[src/rtl/hub75_pkg.sv]
// Shared constants and state encoding for the HUB75 bit-plane blanking timer
// and the blocks that reuse its unit timer.
package hub75_pkg;

   localparam int HUB75_N_PLANES = 8;
   localparam int HUB75_LEN_W    = 8;
   localparam int HUB75_DEAD_W   = 6;

   typedef enum logic [1:0] {
      ST_IDLE = 2'd0,
      ST_DEAD = 2'd1,
      ST_ON   = 2'd2
   } hub75_state_e;

endpackage

[src/rtl/hub75_bcm_blanking_if.sv]
// Command/config bus between the frame scheduler (master) and the
// bit-plane blanking timer (slave).
interface hub75_bcm_blanking_if
   import hub75_pkg::*;
#(
   parameter int N_PLANES = HUB75_N_PLANES,
   parameter int LEN_W    = HUB75_LEN_W,
   parameter int DEAD_W   = HUB75_DEAD_W
) ();

   logic [N_PLANES-1:0] ctrl_plane;
   logic                ctrl_go;
   logic                ctrl_rdy;
   logic                ctrl_done;
   logic [LEN_W-1:0]    cfg_bcm_bit_len;
   logic [LEN_W-1:0]    cfg_bright_len;
   logic [DEAD_W-1:0]   cfg_dead_time;

   modport master (
      output ctrl_plane, ctrl_go, cfg_bcm_bit_len, cfg_bright_len, cfg_dead_time,
      input  ctrl_rdy, ctrl_done
   );

   modport slave (
      input  ctrl_plane, ctrl_go, cfg_bcm_bit_len, cfg_bright_len, cfg_dead_time,
      output ctrl_rdy, ctrl_done
   );

endinterface

[src/rtl/hub75_unit_timer.sv]
// Base-time-unit position counter with a global-brightness PWM comparator;
// position wraps after bit_len and is held at 0 while disabled.
module hub75_unit_timer #(
   parameter int LEN_W = 8
) (
   input  logic             clk,
   input  logic             rst,
   input  logic             en_i,
   input  logic [LEN_W-1:0] bit_len_i,
   input  logic [LEN_W-1:0] bright_len_i,
   output logic             unit_wrap_o,
   output logic             unit_on_o
);

   logic [LEN_W-1:0] unitPos_q;
   logic [LEN_W-1:0] unitPos_d;

   assign unit_wrap_o = en_i && (unitPos_q == bit_len_i);
   assign unit_on_o   = en_i && (unitPos_q < bright_len_i);

   always_comb begin
      unitPos_d = '0;
      if (en_i && !unit_wrap_o) begin
         unitPos_d = unitPos_q + 1'b1;
      end
   end

   always_ff @(posedge clk) begin
      if (rst) begin
         unitPos_q <= '0;
      end else begin
         unitPos_q <= unitPos_d;
      end
   end

endmodule

[src/rtl/hub75_bcm_blanking.sv]
// Times one BCM bit-plane display window per go: optional dead time, then
// plane*(bit_len+1) on-cycles with per-unit brightness PWM on the blank pin.
module hub75_bcm_blanking
   import hub75_pkg::*;
#(
   parameter int N_PLANES  = HUB75_N_PLANES,
   parameter int LEN_W     = HUB75_LEN_W,
   parameter int DEAD_W    = HUB75_DEAD_W,
   parameter bit BLANK_POL = 1'b1
) (
   input  logic               clk,
   input  logic               rst,
   output logic               hub75_blank,
   hub75_bcm_blanking_if.slave ctrl
);

   hub75_state_e        state_q, state_d;
   logic [N_PLANES-1:0] planeCnt_q, planeCnt_d;
   logic [DEAD_W-1:0]   deadCnt_q, deadCnt_d;
   logic [LEN_W-1:0]    bitLen_q, bitLen_d;
   logic [LEN_W-1:0]    bright_q, bright_d;
   logic                rdy_q, rdy_d;
   logic                done_q, done_d;
   logic                blank_q, blank_d;
   logic                unitWrap;
   logic                unitOn;

   hub75_unit_timer #(
      .LEN_W(LEN_W)
   ) unitTimer (
      .clk         (clk),
      .rst         (rst),
      .en_i        (state_q == ST_ON),
      .bit_len_i   (bitLen_q),
      .bright_len_i(bright_q),
      .unit_wrap_o (unitWrap),
      .unit_on_o   (unitOn)
   );

   // rdy_q is only ever high in IDLE, so it alone qualifies go.
   always_comb begin
      state_d    = state_q;
      planeCnt_d = planeCnt_q;
      deadCnt_d  = deadCnt_q;
      bitLen_d   = bitLen_q;
      bright_d   = bright_q;
      done_d     = 1'b0;
      case (state_q)
         ST_IDLE: begin
            if (rdy_q && ctrl.ctrl_go) begin
               planeCnt_d = ctrl.ctrl_plane;
               deadCnt_d  = ctrl.cfg_dead_time;
               bitLen_d   = ctrl.cfg_bcm_bit_len;
               bright_d   = ctrl.cfg_bright_len;
               if (ctrl.cfg_dead_time != '0) begin
                  state_d = ST_DEAD;
               end else if (ctrl.ctrl_plane != '0) begin
                  state_d = ST_ON;
               end else begin
                  done_d = 1'b1;
               end
            end
         end
         ST_DEAD: begin
            if (deadCnt_q <= DEAD_W'(1)) begin
               if (planeCnt_q == '0) begin
                  state_d = ST_IDLE;
                  done_d  = 1'b1;
               end else begin
                  state_d = ST_ON;
               end
            end else begin
               deadCnt_d = deadCnt_q - 1'b1;
            end
         end
         ST_ON: begin
            if (unitWrap) begin
               if (planeCnt_q == N_PLANES'(1)) begin
                  state_d = ST_IDLE;
                  done_d  = 1'b1;
               end else begin
                  planeCnt_d = planeCnt_q - 1'b1;
               end
            end
         end
         default: begin
            state_d = ST_IDLE;
         end
      endcase
      rdy_d   = (state_d == ST_IDLE);
      blank_d = unitOn ? ~BLANK_POL : BLANK_POL;
   end

   always_ff @(posedge clk) begin
      if (rst) begin
         state_q    <= ST_IDLE;
         planeCnt_q <= '0;
         deadCnt_q  <= '0;
         bitLen_q   <= '0;
         bright_q   <= '0;
         rdy_q      <= 1'b0;
         done_q     <= 1'b0;
         blank_q    <= BLANK_POL;
      end else begin
         state_q    <= state_d;
         planeCnt_q <= planeCnt_d;
         deadCnt_q  <= deadCnt_d;
         bitLen_q   <= bitLen_d;
         bright_q   <= bright_d;
         rdy_q      <= rdy_d;
         done_q     <= done_d;
         blank_q    <= blank_d;
      end
   end

   assign hub75_blank    = blank_q;
   assign ctrl.ctrl_rdy  = rdy_q;
   assign ctrl.ctrl_done = done_q;

endmodule

[src/flat_wrapper.sv]
// flat-port wrapper written by rule: the top's interface ports become plain ports
module hub75_bcm_blanking_flat import hub75_pkg::*;
#(
   parameter int N_PLANES  = HUB75_N_PLANES,
   parameter int LEN_W     = HUB75_LEN_W,
   parameter int DEAD_W    = HUB75_DEAD_W,
   parameter bit BLANK_POL = 1'b1
)
  (clk, rst, hub75_blank, ctrl_ctrl_plane, ctrl_ctrl_go, ctrl_cfg_bcm_bit_len, ctrl_cfg_bright_len, ctrl_cfg_dead_time, ctrl_ctrl_rdy, ctrl_ctrl_done);
  hub75_bcm_blanking_if #(.N_PLANES(N_PLANES), .LEN_W(LEN_W), .DEAD_W(DEAD_W)) ctrl_i ();
  input  logic clk;
  input  logic rst;
  output logic hub75_blank;
  input wire logic [$bits(ctrl_i.ctrl_plane)-1:0] ctrl_ctrl_plane;
  input wire logic [$bits(ctrl_i.ctrl_go)-1:0] ctrl_ctrl_go;
  input wire logic [$bits(ctrl_i.cfg_bcm_bit_len)-1:0] ctrl_cfg_bcm_bit_len;
  input wire logic [$bits(ctrl_i.cfg_bright_len)-1:0] ctrl_cfg_bright_len;
  input wire logic [$bits(ctrl_i.cfg_dead_time)-1:0] ctrl_cfg_dead_time;
  output wire logic [$bits(ctrl_i.ctrl_rdy)-1:0] ctrl_ctrl_rdy;
  output wire logic [$bits(ctrl_i.ctrl_done)-1:0] ctrl_ctrl_done;
  assign ctrl_i.ctrl_plane = ctrl_ctrl_plane;
  assign ctrl_i.ctrl_go = ctrl_ctrl_go;
  assign ctrl_i.cfg_bcm_bit_len = ctrl_cfg_bcm_bit_len;
  assign ctrl_i.cfg_bright_len = ctrl_cfg_bright_len;
  assign ctrl_i.cfg_dead_time = ctrl_cfg_dead_time;
  assign ctrl_ctrl_rdy = ctrl_i.ctrl_rdy;
  assign ctrl_ctrl_done = ctrl_i.ctrl_done;
  hub75_bcm_blanking #(.N_PLANES(N_PLANES), .LEN_W(LEN_W), .DEAD_W(DEAD_W), .BLANK_POL(BLANK_POL)) u_core (.clk(clk), .rst(rst), .hub75_blank(hub75_blank), .ctrl(ctrl_i));
endmodule
[config.mk]
export PLATFORM = sky130hd
export DESIGN_NAME = hub75_bcm_blanking_flat
export DESIGN_NICKNAME = d
export VERILOG_FILES = /design/src/rtl/hub75_pkg.sv /design/src/rtl/hub75_bcm_blanking_if.sv /design/src/rtl/hub75_unit_timer.sv /design/src/rtl/hub75_bcm_blanking.sv /design/src/flat_wrapper.sv
export SDC_FILE = /design/constraint.sdc
export NUM_CORES = 1
export LEC_CHECK = 0
export CORE_ASPECT_RATIO = 0.9
export CORE_MARGIN = 4
export CORE_UTILIZATION = 54
export CTS_CLUSTER_SIZE = 16
export DETAILED_ROUTE_END_ITERATION = 10
export GPL_TIMING_DRIVEN = 0
export PLACE_DENSITY = 0.8
export SYNTH_ARGS = -nofsm -noshare
export SYNTH_HDL_FRONTEND = slang
export SYNTH_SLANG_ARGS = --single-unit
[constraint.sdc]
create_clock -name clk -period 2.4 [get_ports clk]
set_input_delay 0.24 -clock clk [delete_from_list [all_inputs] [get_ports clk]]
set_output_delay 0.24 -clock clk [all_outputs]
set_load 0.02 [all_outputs]
# ---- After elaboration in Yosys (flattened, before gate mapping)
# Cells that the tools add are included.
dict set report totals {
  out_inout_bits 3
  inputBits 33
  word_cells 63
  ff_bits 43
}
dict set report op_classes {
  n_reduce_logical 16
  addsub 3
  n_lt_le_gt_ge 2
  mux 24
  eq_ne 8
  n_bitwise 1
}
# operator n
set op_table {}
lappend op_table {{8-bit two-way mux} 3}
lappend op_table {{8-bit one-hot mux with 2 select lines} 1}
lappend op_table {{2-bit two-way mux} 7}
lappend op_table {{6-bit two-way mux} 2}
lappend op_table {{6-bit one-hot mux with 2 select lines} 1}
lappend op_table {{8-bit by 1-bit adder with 8-bit output (second input constant)} 1}
lappend op_table {{8-bit by 1-bit == test with 1-bit output (second input constant)} 1}
lappend op_table {{8-bit == test} 1}
lappend op_table {{8-bit zero test} 1}
lappend op_table {{8-bit less-than comparator} 1}
lappend op_table {{1-bit two-way mux} 8}
lappend op_table {{8-bit nonzero test} 1}
lappend op_table {{8-bit by 1-bit subtractor with 8-bit output (second input constant)} 1}
lappend op_table {{6-bit by 1-bit <= comparator with 1-bit output (second input constant)} 1}
lappend op_table {{2-bit one-hot mux with 3 select lines} 1}
lappend op_table {{6-bit nonzero test} 1}
lappend op_table {{6-bit by 1-bit subtractor with 6-bit output (second input constant)} 1}
lappend op_table {{1-bit logical AND} 4}
lappend op_table {{2-bit zero test} 2}
lappend op_table {{2-bit by 1-bit inequality test with 1-bit output (second input constant)} 2}
lappend op_table {{2-bit inequality test (second input constant)} 2}
lappend op_table {{4-bit AND reduction} 1}
lappend op_table {{2-bit nonzero test} 2}
lappend op_table {{1-bit one-hot mux with 3 select lines} 1}
lappend op_table {{7 further kinds} 7}

# ---- Depth between registers and ports, before layout
# Gate-level depths: netlist of the first run.
dict set report depth {
  ltp_word 6
  depth_mapped 7
}

# ---- Cells and area by module
# Synthesis of the first run repeated with hierarchy kept, for this count alone.
dict set report hier_totals {
  hier_cells 301
  area_unflattened_um2 2411.1
}
# mod cells_per_inst seq_area_each_um2 area_each_um2 n_inst
set by_module_without_submodules {}
lappend by_module_without_submodules {hub75_bcm_blanking 232 700.7 1801.7 1}
lappend by_module_without_submodules {hub75_unit_timer 69 160.2 609.3 1}

# ---- Least setup slack after synthesis of the first run
# Ideal clock, no wire load.
dict set report synth_timing {
  path_type {register to register}
  start {reg u_core.unitTimer.unitPos_q[5]}
  end {reg u_core.planeCnt_q[7]}
  setup_ns 0.067
  path_stages_with_launch 6
  t_required_ns 2.333
  path_slack_ns 0.727
  arrival_ns 1.606
  period_less_slack_ns 1.673
  path_buffers 0
  cell_sequence {dfxtp_1 xor2_1 nor4_4 nand4b_4 a221o_1 a21oi_2}
}
dict set report synth_between {
  elab_chain_len 4
}
# item line
set synth_rtl {}
lappend synth_rtl {{from (decl)} hub75_unit_timer.sv:15} ;# logic [LEN_W-1:0] unitPos_q;
lappend synth_rtl {{from (signal assigned)} hub75_unit_timer.sv:32} ;# unitPos_q <= unitPos_d;
lappend synth_rtl {{8-bit == test} hub75_unit_timer.sv:18} ;# assign unit_wrap_o = en_i && (unitPos_q == bit_len_i);
lappend synth_rtl {{1-bit logical AND} hub75_unit_timer.sv:18}
lappend synth_rtl {{2-bit by 1-bit inequality test with 1-bit output (no line)} -}
lappend synth_rtl {{4-bit AND reduction (no line)} -}
lappend synth_rtl {{to (signal assigned)} hub75_bcm_blanking.sv:106} ;# planeCnt_q <= planeCnt_d;
lappend synth_rtl {{to (decl)} hub75_bcm_blanking.sv:18} ;# logic [N_PLANES-1:0] planeCnt_q, planeCnt_d;
# Every way passes these cells.
# A chain may end at the register's enable or synchronous reset.

# ---- Final worst setup path of the first run
# Same ends and word-level chain as after synthesis.

==> impl_metrics.env, run 1 <==
export IMPL_total_power_w=0.00204
export IMPL_post_drt_wl_per_cell_um=14.9
export IMPL_firstDrtPassIters=4
export IMPL_htree_levels=2
export IMPL_cts_made_buffers=5
export IMPL_fmaxAchievable_mhz=503
export IMPL_post_cts_buffers=0
export IMPL_postCtsHoldBufs=0
export IMPL_die_x_um=77.6
export IMPL_hold_path_class="reg -> reg"
export IMPL_ctsLongestPathBuffers=2
export IMPL_dp_hpwl_um=4190
export IMPL_drc=0
export IMPL_worstMarginPinSlew_ps=584
export IMPL_final_antenna_net_count=0
export IMPL_async_flop_share_pct=0
export IMPL_synth_compound_area_share_pct=17.9
export IMPL_cp_cell_sequence="xor2_1 > nor4_4 > nand4b_4 > a221o_1 > a21oi_2"
export IMPL_final_common_cell="nand2_1"
export IMPL_p_leak_nw=1.10
export IMPL_hold_viol=0
export IMPL_gr_usage_all_layers_pct=21.6
export IMPL_diodes=0
export IMPL_row_count=22
export IMPL_setup_violations_final=0
export IMPL_grt_max_degree=13
export IMPL_drive_gt1_share_pct=6.02
export IMPL_synth_adder_area_share_pct=6.91
export IMPL_holdWs_ps=455
export IMPL_p_per_area_nw_per_um2=713
export IMPL_grt_first_pass_wirelength_um=9530
export IMPL_critPathMaxStageDelay_ps=510
export IMPL_ys_warn_count=0
export IMPL_syn_num_nets=336
export IMPL_start_util_pct=57.0
export IMPL_grt_ovfl_total=0
export IMPL_clk_latency_ps=290
export IMPL_synth_edff_count=0
export IMPL_ys_flop_type="dfxtp_1"
export IMPL_syn_inst=290
export IMPL_fin_setup_tns_ps=0
export IMPL_core_um2=4130
export IMPL_r2r_slack_ps=410
export IMPL_synth_simple_area_share_pct=28.8
export IMPL_die_area_um2=5480
export IMPL_synth_top_family_by_area="simple AND/OR/NAND/NOR gates"
export IMPL_clk_pin_slew_worst_paths_ps=80
export IMPL_crit_slowest_cell="nor4_4"
export IMPL_cp_data_arrival_time_ps=2220
export IMPL_stdcell_area_um2=2870
export IMPL_cp_max_fo=10
export IMPL_max_cap_violations=0
export IMPL_via_per_inst=5.78
export IMPL_netlist_area_um2=2350
export IMPL_postSynthAreaPerCell_um2=8.11
export IMPL_relSlewSlack_pct=61.0
export IMPL_synth_top_cell_area_share_pct=36.6
export IMPL_cts_resized=0
export IMPL_area_growth_syn_to_layout_pct=21.8
export IMPL_place_area_um2=2760
export IMPL_vdd_ir_drop_max_uv=383
export IMPL_layout_common_cells="48 x nand2_1, 43 x dfxtp_1, 35 x clkdlybuf4s50_1, 30 x a21oi_1, 28 x nor2_1"
export IMPL_cts_tree="done"
export IMPL_synth_largest_area_cell="dfxtp_1"
export IMPL_ys_types=47
export IMPL_cp_required_ps=2630
export IMPL_worstSetupStartpointType="flip-flop"
export IMPL_yosys_top_cells_area="dfxtp_1 37%, nand2_1 7.7%, ha_1 6.9%, a21oi_1 6.4%, nor2_1 4.5%"
export IMPL_drv_slew=0
export IMPL_cts_sinks=43
export IMPL_fp_dieH_um=70.6
export IMPL_gp_congestion=0.899
export IMPL_period_minus_slack_ps=1990
export IMPL_yosysSeqAreaShare_pct=36.6
export IMPL_port_buffers=35
export IMPL_synth_seq_cells=43
export IMPL_fill_cells=343
export IMPL_synthMuxAreaShare_pct=0
export IMPL_finalCritPeriodShare_pct=82.9
export IMPL_wirelength_um=5670
export IMPL_cts_root_buf="clkbuf_8"
export IMPL_ioPinCount=36
export IMPL_grt_pass1_vias=2093
export IMPL_antenna_found_initial=0
export IMPL_rsz0062_at_grt="false"
export IMPL_vias=2196
export IMPL_crit_type="reg -> reg"
export IMPL_nets=378
export IMPL_synth_xor_area_share_pct=5.59
export IMPL_status="finished clean"
export IMPL_cp_end_kind="flip-flop"
export IMPL_drtIter0Drc=202
export IMPL_fin_worst_skew_ps=5.80
per-stage QoR:
stage          setup slack, ps  std cells  util, %
6_report                   410        380     69.4
5_1_grt                    238        380     69.4
4_1_cts                    426        380     69.4
3_5_place_dp               173        373     66.9
3_3_place_gp               245        373     66.9
2_1_floorplan              727        290        -
worst max-delay path: cells and delay by family, from the launching register on:
family	cells	cell delay, ps
and+or+nand+nor	2	760
xor gates and xnor gates	1	150
DFF	1	450
AOI/OAI and AO/OA	2	570
kinds of logic after synthesis:
logic type	Yosys count
xor gates and xnor gates	15
DFF	43
buffers and inverters	26
adders and majority gates	13
AOI/OAI and AO/OA	65
and+or+nand+nor	128
synthesized netlist by cell type (all sizes together), types with 5 or more instances:
library cell	instances
clkbuf	10
o21ai	5
nor4	9
nor3	6
nand2b	5
a21oi	31
xor2	11
inv	12
dfxtp	43
nand3	9
and3	8
ha	13
nor2	28
nand2	49
sequential cells by signal, indices dropped and copies added, names as in the netlist:
register and flops:
u_core.ctrl.ctrl_done 1, u_core.hub75_blank 1, u_core.bright_q 8, u_core.ctrl.ctrl_rdy 1, u_core.planeCnt_q 8, u_core.state_q 2
u_core.bitLen_q 8, u_core.deadCnt_q 6, u_core.unitTimer.unitPos_q 8
final timing paths:
path	start	to	cells after the start
worst max-delay path	u_core.unitTimer.unitPos_q[5]$_SDFF_PP0_	u_core.planeCnt_q[7]$_SDFFE_PP0P_	5
worst min-delay path	u_core.bright_q[3]$_SDFFE_PP0P_	u_core.bright_q[3]$_SDFFE_PP0P_	2
worst max register to register	u_core.unitTimer.unitPos_q[5]$_SDFF_PP0_	u_core.planeCnt_q[7]$_SDFFE_PP0P_	5
worst min register to register	u_core.bright_q[3]$_SDFFE_PP0P_	u_core.bright_q[3]$_SDFFE_PP0P_	2
layer usage:
metal / vias up / GRT usage (%) / part of all wire (%)
met3: 7 / 4.96 / 5.1
met4: 0 / 6.92 / 1.0
met5: - / 0 / 0
met1: 1026 / 29.0 / 48
li1: 1105 / - / -
met2: 58 / 34.7 / 45
report_power, final:
group          total [W]  internal [W]  switching, W
clock           0.000550      0.000305      0.000245
sequential      0.000852      0.000786     0.0000659
combinational   0.000641      0.000282      0.000358
total            0.00204       0.00137      0.000669
layout make-up:
type	count	area (um2)	area share, %
multi-input cells	221	1390	48.6
clock inverters	1	30.0	1.05
well taps	48	60.1	2.10
plain buffers	14	55.1	1.92
inverters	12	45.0	1.57
clock buffers	6	72.6	2.53
repair buffers	35	350	12.2
flip-flops and latches	43	861	30.0
No activity file was read; power rests on OpenSTA's default activity.
==> run 2: changes to the inputs <==
- clock period: 2.4 -> 1.9 ns (I/O delays scaled with it)
==> run 2 against run 1 <==
Effect of this change: sequential cell count is the same; combinational power is 34% higher; final cell count is 0.53% higher; maximum frequency up 8.9%; first-iteration DRC count increased by 13%; power increased by 29%; hold slack worse by 21 ps; global-route usage rose by 0.11 points; sequential power is 27% higher; non-clock buffer count up 2; largest cell class unchanged; largest power group unchanged.
==> impl_metrics.env, run 2 (synthesis gave the netlist of run 1 again) <==
export IMPL_start_util_pct=57.0
export IMPL_hold_viol=0
export IMPL_critPathMaxStageDelay_ps=420
export IMPL_p_per_area_nw_per_um2=901
export IMPL_post_drt_wl_per_cell_um=15.4
export IMPL_firstDrtPassIters=4
export IMPL_fp_dieH_um=70.6
export IMPL_crit_type="reg -> reg"
export IMPL_clk_pin_slew_worst_paths_ps=80
export IMPL_via_per_inst=5.71
export IMPL_cts_root_buf="clkbuf_8"
export IMPL_worstMarginPinSlew_ps=524
export IMPL_stdcell_count=382
export IMPL_drv_slew=0
export IMPL_grt_max_degree=13
export IMPL_drc=0
export IMPL_worstSetupStartpointType="flip-flop"
export IMPL_grt_first_pass_wirelength_um=9580
export IMPL_final_common_cell="nand2_1"
export IMPL_crit_slowest_cell="dfxtp_1"
export IMPL_post_place_cells=373
export IMPL_die_x_um=77.6
export IMPL_nets=380
export IMPL_finalCritPeriodShare_pct=96.2
export IMPL_final_antenna_net_count=0
export IMPL_status="finished clean"
export IMPL_vias=2183
export IMPL_rsz0062_at_grt="true"
export IMPL_cp_end_kind="flip-flop"
export IMPL_period_minus_slack_ps=1830
export IMPL_htree_levels=2
export IMPL_cp_cell_sequence="nor4_4 > and3_1 > nand3_1 > a222oi_1 > and3_1"
export IMPL_fin_worst_skew_ps=7.81
export IMPL_vdd_ir_drop_max_uv=517
export IMPL_fmaxAchievable_mhz=547
export IMPL_cp_data_arrival_time_ps=2070
export IMPL_hold_path_class="in -> reg"
export IMPL_antenna_found_initial=0
export IMPL_max_cap_violations=0
export IMPL_p_leak_nw=1.14
export IMPL_cts_tree="done"
export IMPL_drtIter0Drc=228
export IMPL_core_um2=4130
export IMPL_ioPinCount=36
export IMPL_port_buffers=35
export IMPL_dp_hpwl_um=4190
export IMPL_diodes=0
export IMPL_die_area_um2=5480
export IMPL_drive_gt1_share_pct=10.2
export IMPL_setup_violations_final=0
export IMPL_clk_latency_ps=300
export IMPL_gp_congestion=0.899
export IMPL_cts_sinks=43
export IMPL_crit_top_cell="and3_1"
export IMPL_ctsLongestPathBuffers=2
export IMPL_gr_usage_all_layers_pct=21.7
export IMPL_grt_ovfl_total=0
export IMPL_cp_required_ps=2140
export IMPL_row_count=22
export IMPL_cp_max_fo=7
export IMPL_wirelength_um=5900
export IMPL_cts_made_buffers=5
export IMPL_layout_common_cells="48 x nand2_1, 39 x dfxtp_1, 35 x clkdlybuf4s50_1, 29 x a21oi_1, 28 x nor2_1"
export IMPL_grt_pass1_vias=2096
export IMPL_fin_setup_tns_ps=0
export IMPL_area_growth_syn_to_layout_pct=24.5
export IMPL_fill_cells=338
export IMPL_relSlewSlack_pct=65.1
run 2: power breakdown:
| part | internal, W | switching (W) |
|---|---|---|
| clock network | 0.000386 | 0.000316 |
| logic | 0.000387 | 0.000469 |
| registers | 0.000993 | 0.0000892 |
run 2: worst max-delay path: cells and delay by family (launching register included):
family           cells  cell delay [ps]
flip-flops           1              420
AND/OR/NAND/NOR      4              960
AO/OA/AOI/OAI        1              400
run 2: path summary, 6_finish.rpt:
path	startpoint	to	slack [ps]	depth (start not counted)
worst max-delay path	u_core.planeCnt_q[4]$_SDFFE_PP0P_	u_core.ctrl.ctrl_rdy$_SDFF_PP0_	70	5
worst min-delay path	ctrl_cfg_bcm_bit_len[4]	u_core.bitLen_q[4]$_SDFFE_PP0P_	430	3
worst max register to register	u_core.planeCnt_q[4]$_SDFFE_PP0P_	u_core.ctrl.ctrl_rdy$_SDFF_PP0_	70	5
worst min register to register	u_core.bright_q[6]$_SDFFE_PP0P_	u_core.bright_q[6]$_SDFFE_PP0P_	460	2
run 2: routing by layer:
layer,track usage (%),vias to the layer above,routed length [um]
met4,6.92,0,39
met3,4.96,5,370
li1,-,1107,-
met2,34.7,59,2740
met1,29.3,1012,2750
met5,0,-,0
run 2: final cells by class:
class,instances,area (um2),area share (%)
multi-input cells,221,1410,48.2
plain buffers,12,51.3,1.75
repair buffers,39,393,13.4
clock inverters,1,30.0,1.03
flip-flops and latches,43,866,29.6
clock buffers,6,72.6,2.48
well taps,48,60.1,2.05
inverters,12,45.0,1.54
run 2: timing repair:
action	in CTS	in global routing
pin swaps	1	3
endpoints found under the hold margin	0	0
gates resized for setup	1	13
setup buffers	1	3
gates cloned	0	0
hold buffers	0	0
endpoints found under the setup margin	17	30
run 2: through the flow:
stage	area (um2)	utilization, %	setup slack (ps)	total power (W)	hold WS (ps)
finish	2930	70.9	73.1	0.00264	434
global route	2930	70.9	-23.2	0.00278	451
CTS	2870	69.6	6.53	0.00259	434
detailed placement	2760	66.9	-277	0.00190	447
global placement	2760	66.9	-205	0.00187	444
floorplan	2350	-	227	0.00166	326
==> run 3: changes to the inputs <==
- CORE_ASPECT_RATIO: 0.9 -> default
==> run 3 against run 2 <==
Effect of this change: largest power group unchanged; clock-buffer cell count is the same; highest routed layer unchanged; critical path type unchanged; worst setup slack worse by 1.9 ps; clock power decreased by 17%.
==> impl_metrics.env, run 3 (synthesis gave the netlist of run 1 again) <==
export IMPL_clk_latency_ps=300
export IMPL_hold_depth=3
export IMPL_ctsLongestPathBuffers=2
export IMPL_stdcell_count=384
export IMPL_row_count=23
export IMPL_final_common_cell="nand2_1"
export IMPL_fill_cells=342
export IMPL_rsz0062_at_grt="true"
export IMPL_status="finished clean"
export IMPL_diodes=0
export IMPL_finalCritPeriodShare_pct=96.3
export IMPL_htree_levels=2
export IMPL_post_place_cells=375
export IMPL_die_area_um2=5480
export IMPL_period_minus_slack_ps=1830
export IMPL_final_antenna_net_count=0
export IMPL_firstDrtPassIters=4
export IMPL_clk_pin_slew_worst_paths_ps=80
export IMPL_grt_ovfl_total=0
export IMPL_dp_hpwl_um=4320
export IMPL_ioPinCount=36
export IMPL_reg2reg_depth=6
export IMPL_start_util_pct=57.2
export IMPL_hold_path_class="in -> reg"
export IMPL_worstSetupStartpointType="flip-flop"
export IMPL_wirelength_um=6030
export IMPL_max_cap_violations=0
export IMPL_cts_tree="done"
export IMPL_port_buffers=35
export IMPL_p_leak_nw=1.14
export IMPL_crit_type="reg -> reg"
export IMPL_grt_first_pass_wirelength_um=9800
export IMPL_cts_root_buf="clkbuf_8"
export IMPL_drtIter0Drc=153
export IMPL_p_per_area_nw_per_um2=870
export IMPL_core_um2=4120
export IMPL_hold_viol=0
export IMPL_layout_common_cells="48 x nand2_1, 38 x dfxtp_1, 35 x clkdlybuf4s50_1, 29 x a21oi_1, 28 x nor2_1"
export IMPL_fp_dieH_um=74
export IMPL_vias=2222
export IMPL_cp_end_kind="flip-flop"
export IMPL_drive_gt1_share_pct=12.3
export IMPL_regArea_um2=867
export IMPL_cp_required_ps=2100
export IMPL_cp_data_arrival_time_ps=2030
export IMPL_via_per_inst=5.79
export IMPL_worstMarginPinSlew_ps=544
export IMPL_grt_pass1_vias=2199
export IMPL_fmaxAchievable_mhz=547
export IMPL_nets=380
export IMPL_drv_slew=0
export IMPL_cts_sinks=43
export IMPL_gp_congestion=0.855
export IMPL_setup_violations_final=0
export IMPL_relSlewSlack_pct=63.8
export IMPL_cp_max_fo=10
export IMPL_area_growth_syn_to_layout_pct=24.5
export IMPL_grt_max_degree=13
export IMPL_drc=0
export IMPL_total_power_w=0.00255
export IMPL_gr_usage_all_layers_pct=23.0
export IMPL_cts_made_buffers=5
export IMPL_antenna_found_initial=0
export IMPL_vdd_ir_drop_max_uv=568
export IMPL_post_drt_wl_per_cell_um=15.7
export IMPL_multi_input_area_um2=1430
export IMPL_die_x_um=74
export IMPL_fin_worst_skew_ps=7.98
run 3: cell count changes in the layout (fill, tap and decap cells not counted), sizes merged:
cell	previous run	this run
bufinv	1	0
buf	6	7
clkinv	0	1
clkbuf	16	15
run 3: per-stage QoR:
step / TNS, ps / utilization [%] / worst slack [ps] / cell area (um2) / hold WS (ps)
2_1_floorplan: 0 / - / 227 / 2350 / 326
6_report: 0 / 71.2 / 71.2 / 2930 / 439
4_1_cts: 0 / 69.9 / 18.0 / 2880 / 438
3_5_place_dp: -4210 / 67.2 / -299 / 2770 / 448
5_1_grt: -66.0 / 71.2 / -28.9 / 2930 / 448
3_3_place_gp: -3350 / 67.2 / -276 / 2770 / 444
run 3: repair_timing:
action | in CTS | in global routing
pin swaps | 1 | 5
gates resized for setup | 5 | 13
hold buffers | 0 | 0
buffers inserted | 1 | 4
endpoints found under the setup margin | 26 | 34
run 3: critical path: stages, from the launching register on:
cell	delay, ps
dfxtp_1	430
xor2_1	140
nor4_4	270
buf_4	190
nand4b_4	190
and2_4	240
o32ai_1	280
run 3: final timing paths:
check	from	slack, ps	to
worst max-delay path	u_core.unitTimer.unitPos_q[6]$_SDFF_PP0_	70	u_core.planeCnt_q[4]$_SDFFE_PP0P_
worst min-delay path	ctrl_cfg_bcm_bit_len[5]	440	u_core.bitLen_q[5]$_SDFFE_PP0P_
worst max register to register	u_core.unitTimer.unitPos_q[6]$_SDFF_PP0_	70	u_core.planeCnt_q[4]$_SDFFE_PP0P_
worst min register to register	u_core.bright_q[4]$_SDFFE_PP0P_	460	u_core.bright_q[4]$_SDFFE_PP0P_
run 3: cell type report:
cell class,instances,share of cell area (%)
multi-input combinational,221,48.8
inverter,12,1.54
buffer,11,1.71
clock inverter,1,0.171
sequential,43,29.6
clock buffer,6,2.82
tap,50,2.14
timing repair buffer,40,13.2
run 3: layer usage:
metal / GRT usage [%] / wire (um) / vias up / share of wire [%]
met5: 0 / 0 / - / 0
met4: 8.05 / 68 / 0 / 1.1
met3: 3.92 / 357 / 9 / 5.9
met2: 39.1 / 2950 / 53 / 49
met1: 29.5 / 2660 / 1053 / 44
li1: - / - / 1107 / -
run 3: where the power goes:
group          internal [W]  switching [W]  leakage (nW)
Sequential         0.000994      0.0000856         0.352
Combinational      0.000401       0.000485         0.739
Clock              0.000285       0.000300        0.0470
